==> src/rtl/tri_raster.sv <==
// Triangle rasterizer: scans the vertex bounding box row-major and streams the pixels that pass the three-edge sign test.
// Optional `RASTER_STATS_EN` adds a per-triangle pixel handshake counter on port pix_count.
module tri_raster #(
    parameter int W = 12
) (
    input  logic         clk,
    input  logic         rst_n,
    input  logic         tri_valid,
    output logic         tri_ready,
    input  logic [W-1:0] p1x,
    input  logic [W-1:0] p1y,
    input  logic [W-1:0] p2x,
    input  logic [W-1:0] p2y,
    input  logic [W-1:0] p3x,
    input  logic [W-1:0] p3y,
    output logic         pix_valid,
    input  logic         pix_ready,
    output logic [W-1:0] pix_x,
    output logic [W-1:0] pix_y,
    output logic         done
`ifdef RASTER_STATS_EN
    ,
    output logic [23:0]  pix_count
`endif
);

    localparam int PW = 2*W + 2;
    localparam int EW = 2*W + 3;

    typedef enum logic [1:0] {S_IDLE, S_SETUP, S_SCAN, S_DONE} state_t;

    state_t       r_state, w_next;
    logic [W-1:0] r_p1x, r_p1y, r_p2x, r_p2y, r_p3x, r_p3y;
    logic [W-1:0] r_xmin, r_xmax, r_ymin, r_ymax;
    logic [W-1:0] r_cx, r_cy;
    logic [W-1:0] w_xmin, w_xmax, w_ymin, w_ymax;
    logic         w_s1, w_s2, w_s3;
    logic         w_inside, w_advance, w_last;

    function automatic logic [W-1:0] min3(input logic [W-1:0] a, input logic [W-1:0] b,
                                          input logic [W-1:0] c);
        logic [W-1:0] m;
        m = (a < b) ? a : b;
        return (c < m) ? c : m;
    endfunction

    function automatic logic [W-1:0] max3(input logic [W-1:0] a, input logic [W-1:0] b,
                                          input logic [W-1:0] c);
        logic [W-1:0] m;
        m = (a > b) ? a : b;
        return (c > m) ? c : m;
    endfunction

    // Returns 1 when E >= 0 for edge A->B at point Q; full precision, no truncation.
    function automatic logic edge_sign(input logic [W-1:0] ax, input logic [W-1:0] ay,
                                       input logic [W-1:0] bx, input logic [W-1:0] by,
                                       input logic [W-1:0] qx, input logic [W-1:0] qy);
        logic signed [W:0]    dqx, day, dax, dqy;
        logic signed [PW-1:0] m0, m1;
        logic signed [EW-1:0] e;
        dqx = $signed({1'b0, qx}) - $signed({1'b0, bx});
        day = $signed({1'b0, ay}) - $signed({1'b0, by});
        dax = $signed({1'b0, ax}) - $signed({1'b0, bx});
        dqy = $signed({1'b0, qy}) - $signed({1'b0, by});
        m0  = PW'(dqx) * PW'(day);
        m1  = PW'(dax) * PW'(dqy);
        e   = EW'(m0) - EW'(m1);
        return ~e[EW-1];
    endfunction

    always_comb begin
        w_xmin = min3(r_p1x, r_p2x, r_p3x);
        w_xmax = max3(r_p1x, r_p2x, r_p3x);
        w_ymin = min3(r_p1y, r_p2y, r_p3y);
        w_ymax = max3(r_p1y, r_p2y, r_p3y);
    end

    always_comb begin
        w_s1      = edge_sign(r_p1x, r_p1y, r_p2x, r_p2y, r_cx, r_cy);
        w_s2      = edge_sign(r_p2x, r_p2y, r_p3x, r_p3y, r_cx, r_cy);
        w_s3      = edge_sign(r_p3x, r_p3y, r_p1x, r_p1y, r_cx, r_cy);
        w_inside  = (w_s1 == w_s2) && (w_s2 == w_s3);
        w_advance = !w_inside || pix_ready;
        w_last    = (r_cx == r_xmax) && (r_cy == r_ymax);
    end

    assign tri_ready = (r_state == S_IDLE);
    assign pix_valid = (r_state == S_SCAN) && w_inside;
    assign done      = (r_state == S_DONE);
    assign pix_x     = r_cx;
    assign pix_y     = r_cy;

    always_ff @(posedge clk or negedge rst_n) begin
        if (!rst_n) r_state <= S_IDLE;
        else        r_state <= w_next;
    end

    always_comb begin
        w_next = r_state;
        unique case (r_state)
            S_IDLE:  if (tri_valid) w_next = S_SETUP;
            S_SETUP: w_next = S_SCAN;
            S_SCAN:  if (w_advance && w_last) w_next = S_DONE;
            S_DONE:  w_next = S_IDLE;
            default: w_next = S_IDLE;
        endcase
    end

    always_ff @(posedge clk or negedge rst_n) begin
        if (!rst_n) begin
            r_p1x  <= '0; r_p1y <= '0;
            r_p2x  <= '0; r_p2y <= '0;
            r_p3x  <= '0; r_p3y <= '0;
            r_xmin <= '0; r_xmax <= '0;
            r_ymin <= '0; r_ymax <= '0;
            r_cx   <= '0; r_cy  <= '0;
        end else begin
            unique case (r_state)
                S_IDLE: begin
                    if (tri_valid) begin
                        r_p1x <= p1x; r_p1y <= p1y;
                        r_p2x <= p2x; r_p2y <= p2y;
                        r_p3x <= p3x; r_p3y <= p3y;
                    end
                end
                S_SETUP: begin
                    r_xmin <= w_xmin; r_xmax <= w_xmax;
                    r_ymin <= w_ymin; r_ymax <= w_ymax;
                    r_cx   <= w_xmin; r_cy   <= w_ymin;
                end
                S_SCAN: begin
                    // The last candidate leaves the counters untouched so they never wrap past 4095.
                    if (w_advance && !w_last) begin
                        if (r_cx == r_xmax) begin
                            r_cx <= r_xmin;
                            r_cy <= r_cy + 1'b1;
                        end else begin
                            r_cx <= r_cx + 1'b1;
                        end
                    end
                end
                default: ;
            endcase
        end
    end

`ifdef RASTER_STATS_EN
    logic [23:0] r_count;
    assign pix_count = r_count;

    always_ff @(posedge clk or negedge rst_n) begin
        if (!rst_n)                                r_count <= '0;
        else if (tri_ready && tri_valid)           r_count <= '0;
        else if (pix_valid && pix_ready)           r_count <= r_count + 1'b1;
    end
`endif

endmodule

==> config.mk <==
export PLATFORM = sky130hd
export DESIGN_NAME = tri_raster
export DESIGN_NICKNAME = d
export VERILOG_FILES = /design/src/rtl/tri_raster.sv
export SDC_FILE = /design/constraint.sdc
export NUM_CORES = 2
export LEC_CHECK = 0
export BUFFER_PORTS_ARGS = -buffer_cell sky130_fd_sc_hd__buf_2
export CAP_MARGIN = 15
export CORE_ASPECT_RATIO = 0.75
export CORE_MARGIN = 2
export CORE_UTILIZATION = 50
export DETAILED_ROUTE_END_ITERATION = 10
export GPL_TIMING_DRIVEN = 0
export PLACE_DENSITY_LB_ADDON = 0.25
export SLEW_MARGIN = 25
export SYNTH_ARGS = -nofsm -noshare
export SYNTH_HDL_FRONTEND = slang
export SYNTH_SLANG_ARGS = --single-unit
==> constraint.sdc <==
create_clock -name clk -period 17.7 [get_ports clk]
set_clock_uncertainty 0.2 [all_clocks]
set_input_delay 3.54 -clock clk [delete_from_list [all_inputs] [get_ports clk]]
set_output_delay 3.54 -clock clk [all_outputs]
set_load 0.1 [all_outputs]
# After elaboration in Yosys (flattened, before gate mapping)
# Cells that the tools add are included.
# totals
output_inout_bits	27
memories	0
ram_bits	0
latch_bits	0
rom_bits	0
ff_bits	134
inputBits	76
word_cells	88
# classes
div	0
n_bitwise	3
add_sub_neg	17
magnitude_cmp	8
mul	6
reduce_logical	14
muxes	17
n_eq_ne	11
n_shift	0
# ops
operator	n
multiplier 13 x 13 -> 26 bit	6
subtractor 12 x 12 -> 13 bit	12
two-way mux 12 bit	12
subtractor 26 x 26 -> 27 bit	3
greater-than comparator 12 bit	4
less-than comparator 12 bit	4
one-hot mux 12 bit (2 select lines)	2
adder 12 x 1 -> 12 bit, second input constant	2
== test 12 bit	2
one-hot mux 2 bit (4 select lines)	1
AND reduction 2 bit	3
logical AND 1 bit	5
== test 2 bit, second input constant	2
two-way mux 2 bit	2
!= test 2 x 1 -> 1 bit, second input constant	2
!= test 2 bit, second input constant	2
inverter 1 bit	3
AND reduction 3 bit	1
== test 1 bit	2
== test 2 x 1 -> 1 bit, second input constant	1
logical NOT 1 bit	2
logical NOT 2 bit	1
nonzero test 2 bit	1
logical OR 1 bit	1

# Logic depth before layout (Yosys ltp)
# depth
depth_word	11
mapped_depth	42
mapped_depth_nobuf	39

# Least setup slack after synthesis
# No wires, ideal clock.
# synth_path
kind	flip-flop to output port
start	reg r_cx[0], in the netlist pix_x[0]
end	out pix_valid
arrival_ns	10.376
setup_slack_ns	3.584
required_ns	13.960
n_path_buf	0
path_stages_with_launch	38
cell_sequence	dfrtp_1 inv_1 ha_1 inv_1 fa_1 a21o_1 a21oi_1 o21bai_1 a21oi_1 o21bai_1 a21oi_1 o21bai_1 a21oi_1 o21a_1 nand2_1 fa_1 inv_1 fa_1 [... 2 more ...] inv_1 fa_1 inv_1 fa_1 inv_1 fa_1 inv_1 fa_1 inv_1 ha_1 a21o_1 a21o_1 a21oi_1 o21ai_0 a21oi_1 xnor2_1 or3_1 a21oi_1
# synth_via
elab_chain_cells	7
word_cells_on_any_way	16
classes_between	add/sub (6); mul (3); eq/ne (2); bitwise (3); reduce/logical (2)
# synth_lines
element	line_no	text
start: declaration	35	logic [W-1:0] r_cx, r_cy;
start signal: assignment	129	r_cx <= w_xmin; r_cy <= w_ymin;
start signal: assignment	135	r_cx <= r_xmin;
start signal: assignment	138	r_cx <= r_cx + 1'b1;
subtractor 12 x 12 -> 13 bit	61	dqx = $signed({1'b0, qx}) - $signed({1'b0, bx});
multiplier 13 x 13 -> 26 bit	65	m0 = PW'(dqx) * PW'(day);
subtractor 26 x 26 -> 27 bit	67	e = EW'(m0) - EW'(m1);
inverter 1 bit	68	return ~e[EW-1];
== test 1 bit	82	w_inside = (w_s1 == w_s2) && (w_s2 == w_s3);
logical AND 1 bit *	82	
logical AND 1 bit *	88	assign pix_valid = (r_state == S_SCAN) && w_inside;
end: declaration	16	output logic pix_valid,
# Mark *: on every way between the ends. The rest lies on a longest branch, timed or not.

# Worst setup path in the final report
# Same ends and word-level chain as after synthesis.

==> run_results.csv <==
group,metric,value,unit
place,hpwl,143000,um
yosys,synth-seq-cells,134,
cts,cts_resized,0,
yosys,syn_avg_cell_area,9.22,um^2
layout,antennaDiodeCount,0,
cts,cts.sinks,134,
yosys,syn-cell-area,53100,um^2
grt,antenna_found_initial,9,
critical_path,crit_family,"adder cells",
grt,gr-total-overflow,0,
critical_path,reg2regPathDepth,36,
floorplan,num_rows,103,
floorplan,die_y,286,um
hold_path,hold_depth,1,
critical_path,end_kind,"output port",
sta,slew_violations,0,
yosys,synth_ff_type,"dfrtp_1",
yosys,ys_warn_count,0,
critical_path,cp.buffers_inverters,7,
place,gp_congestion,1.05,
yosys,seq_area_frac_synth,6.31,%
cts,cts_buffers,17,
critical_path,start_kind,"flop",
critical_path,cp_max_fo,10,
hold_path,hp-start,"r_xmin[9]$_DFFE_PN0N_",
status,status,"finished, final reports clean",
yosys,async_flop_share,100,%
layout,syn2layout_area_growth,5.91,%
routing,wl,162000,um
floorplan,start_util,50.5,%
yosys,synthesis.nets,7551,
routing,antenna_left,0,
hold_path,whs_endpoint,"r_xmin[9]$_DFFE_PN0N_",
layout,mostFrequentLayoutCells,"1467 x inv_1, 1173 x fa_1, 541 x ha_1",
sta,fin_crit,16.06,ns
critical_path,r2r_end,"pix_x[9]$_DFFE_PN0P_",
cts,postCtsSetupRepairBufs,0,
routing,wl_per_cell,22.1,um
critical_path,crit_required,13.96,ns
layout,final_common_cell,"inv_1",
critical_path,r2r_start,"pix_x[0]$_DFFE_PN0P_",
cts,cts_tree,"done",
cts,cts_buffer_depth,2,
sta,final_hold_viol_count,0,
job,drv_cap,0,
routing,viasPerCell,5.45,
yosys,syn_inst,5761,
critical_path,ff2ff_setup_slack,5.29,ns
cts,hold_buffers,0,
sta,rsz0062_at_grt,"no",
cts,root_buffer,"clkbuf_16",
critical_path,path_class,"reg2out",
floorplan,io_pins,103,
yosys,synth_cell_type_count,74,
yosys,synth_edf_count,0,
critical_path,arrival,12.32,ns
place,port_buffers,102,
sta,slew_headroom,17.3,%
sta,min_period_over_period,90.7,%
layout,drive_gt1_share,5.80,%
routing,num_vias,39800,
layout,final_nets,7673,
routing,drt_iter0_drc,3743,
grt,grt_max_degree,77,
sta,tns,0,ns
sta,setup_viol,0,
cts,clk_latency,0.45,ns
floorplan,die_w,380,um
grt,grt_pass1_vias,41800,
grt,grt_first_pass_wirelength,252000,um
critical_path,crit_top_cell,"fa_1",
sta,max_freq,0.0623,GHz
critical_path,cp_slowest_stage_delay,0.93,ns
cts,cts.clk_slew.worst_paths,0.06,ns
floorplan,fp.coreArea,105000,um^2
grt,gr-usage-all-layers,30.8,%
sta,tightest_slew,1.23,ns
routing,drc,0,
critical_path,crit_path_top_delay_cell,"xnor2_1",
hold_path,hold_class,"reg2reg",
floorplan,dieArea,109000,um^2
routing,first_pass_iters,7,
cts,h-tree-depth,4,
==> how the worst max path moves through the flow <==
stage / start / to / depth (start not counted)
after floorplan: pix_x[0]$_DFFE_PN0P_ / pix_valid / 37
after CTS: r_p3x[0]$_DFFE_PN0P_ / pix_valid / 34
after global routing: pix_x[0]$_DFFE_PN0P_ / pix_valid / 35
final: pix_x[0]$_DFFE_PN0P_ / pix_valid / 35
after global placement: pix_y[1]$_DFFE_PN0P_ / pix_valid / 33
after detailed placement: r_p3x[0]$_DFFE_PN0P_ / pix_valid / 34
==> layer usage <==
metal  global-route usage, %  share of wire (%)
met1                    45.9                 44
met2                    43.4                 41
met3                    9.36                 12
met4                    7.77                3.0
met5                   0.258              0.040
==> layout make-up <==
cell class	instances	area, um^2
Tap cell	1417	1770
Clock inverter	14	104
Multi-Input combinational cell	4000	44000
Clock buffer	18	429
Fill cell	9754	49000
Sequential cell	134	3350
Inverter	1467	5510
Buffer	160	612
Timing Repair Buffer	103	548
==> synthesized netlist by cell type, types with 8 or more instances <==
library cell / count / area (um^2)
a211oi_1: 12 / 90.1
a21boi_0: 22 / 165
a21o_1: 48 / 360
a21oi_1: 121 / 606
a311oi_1: 14 / 123
and2_1: 59 / 369
and3_1: 23 / 144
and3b_1: 12 / 105
clkbuf_1: 154 / 578
dfrtp_1: 134 / 3350
fa_1: 1173 / 23500
ha_1: 541 / 6770
inv_1: 1467 / 5510
mux2_2: 114 / 1280
mux2i_1: 58 / 581
nand2_1: 444 / 1670
nand2b_1: 107 / 669
nand3_1: 77 / 385
nand3b_1: 12 / 90.1
nand4_1: 24 / 150
nor2_1: 484 / 1820
nor2b_1: 58 / 363
nor3_1: 52 / 260
nor3b_1: 11 / 82.6
nor4_1: 15 / 93.8
o21a_1: 12 / 90.1
o21ai_0: 96 / 480
o21bai_1: 36 / 270
o31ai_1: 8 / 60.1
or2_2: 37 / 231
or3_1: 16 / 100
xnor2_1: 134 / 1170
xor2_1: 83 / 727
==> worst register-to-register path, delay by kind of cell, from the launching register on <==
family,cells,cell delay [ns]
fa+ha+maj,10,4.62
flops,1,0.49
simple gates,4,0.88
xor+xnor,2,1.40
buf+inv,6,1.18
compound gates,14,3.61
==> through the flow <==
step | worst slack, ns | hold WS (ns) | instances | util [%] | cell area, um^2
4_1_cts | 1.86 | 0.310 | 7313 | 53.3 | 56200
5_1_grt | 1.22 | 0.334 | 7313 | 53.4 | 56300
3_3_place_gp | 2.23 | 0.290 | 7280 | 52.6 | 55400
3_5_place_dp | 2.36 | 0.296 | 7281 | 52.8 | 55600
6_report | 1.64 | 0.311 | 7313 | 53.4 | 56300
2_1_floorplan | 3.58 | 0.275 | 5761 | - | 53100
==> state kept, by name (all words and copies together), names as in the netlist <==
| signal | cells |
|---|---|
| pix_x | 12 |
| pix_y | 12 |
| r_p1x | 12 |
| r_p1y | 12 |
| r_p2x | 12 |
| r_p2y | 12 |
| r_p3x | 12 |
| r_p3y | 12 |
| r_xmax | 12 |
| r_xmin | 12 |
| r_ymax | 12 |
| r_state | 2 |
==> logic make-up after synthesis <==
kind of cell             after synthesis  share of synthesized area [%]
adder cells (fa/ha/maj)             1714                           56.9
AND/OR/NAND/NOR                     1454                           12.7
flip-flops                           134                           6.31
XOR/XNOR                             217                           3.58
multiplexers                         173                           3.53
AO/OA/AOI/OAI                        442                           5.41
buffers and inverters               1627                           11.5
Power is left out: the tool's default activity adds up to more than one toggle a clock period on the data nets, which glitch-free logic cannot reach.
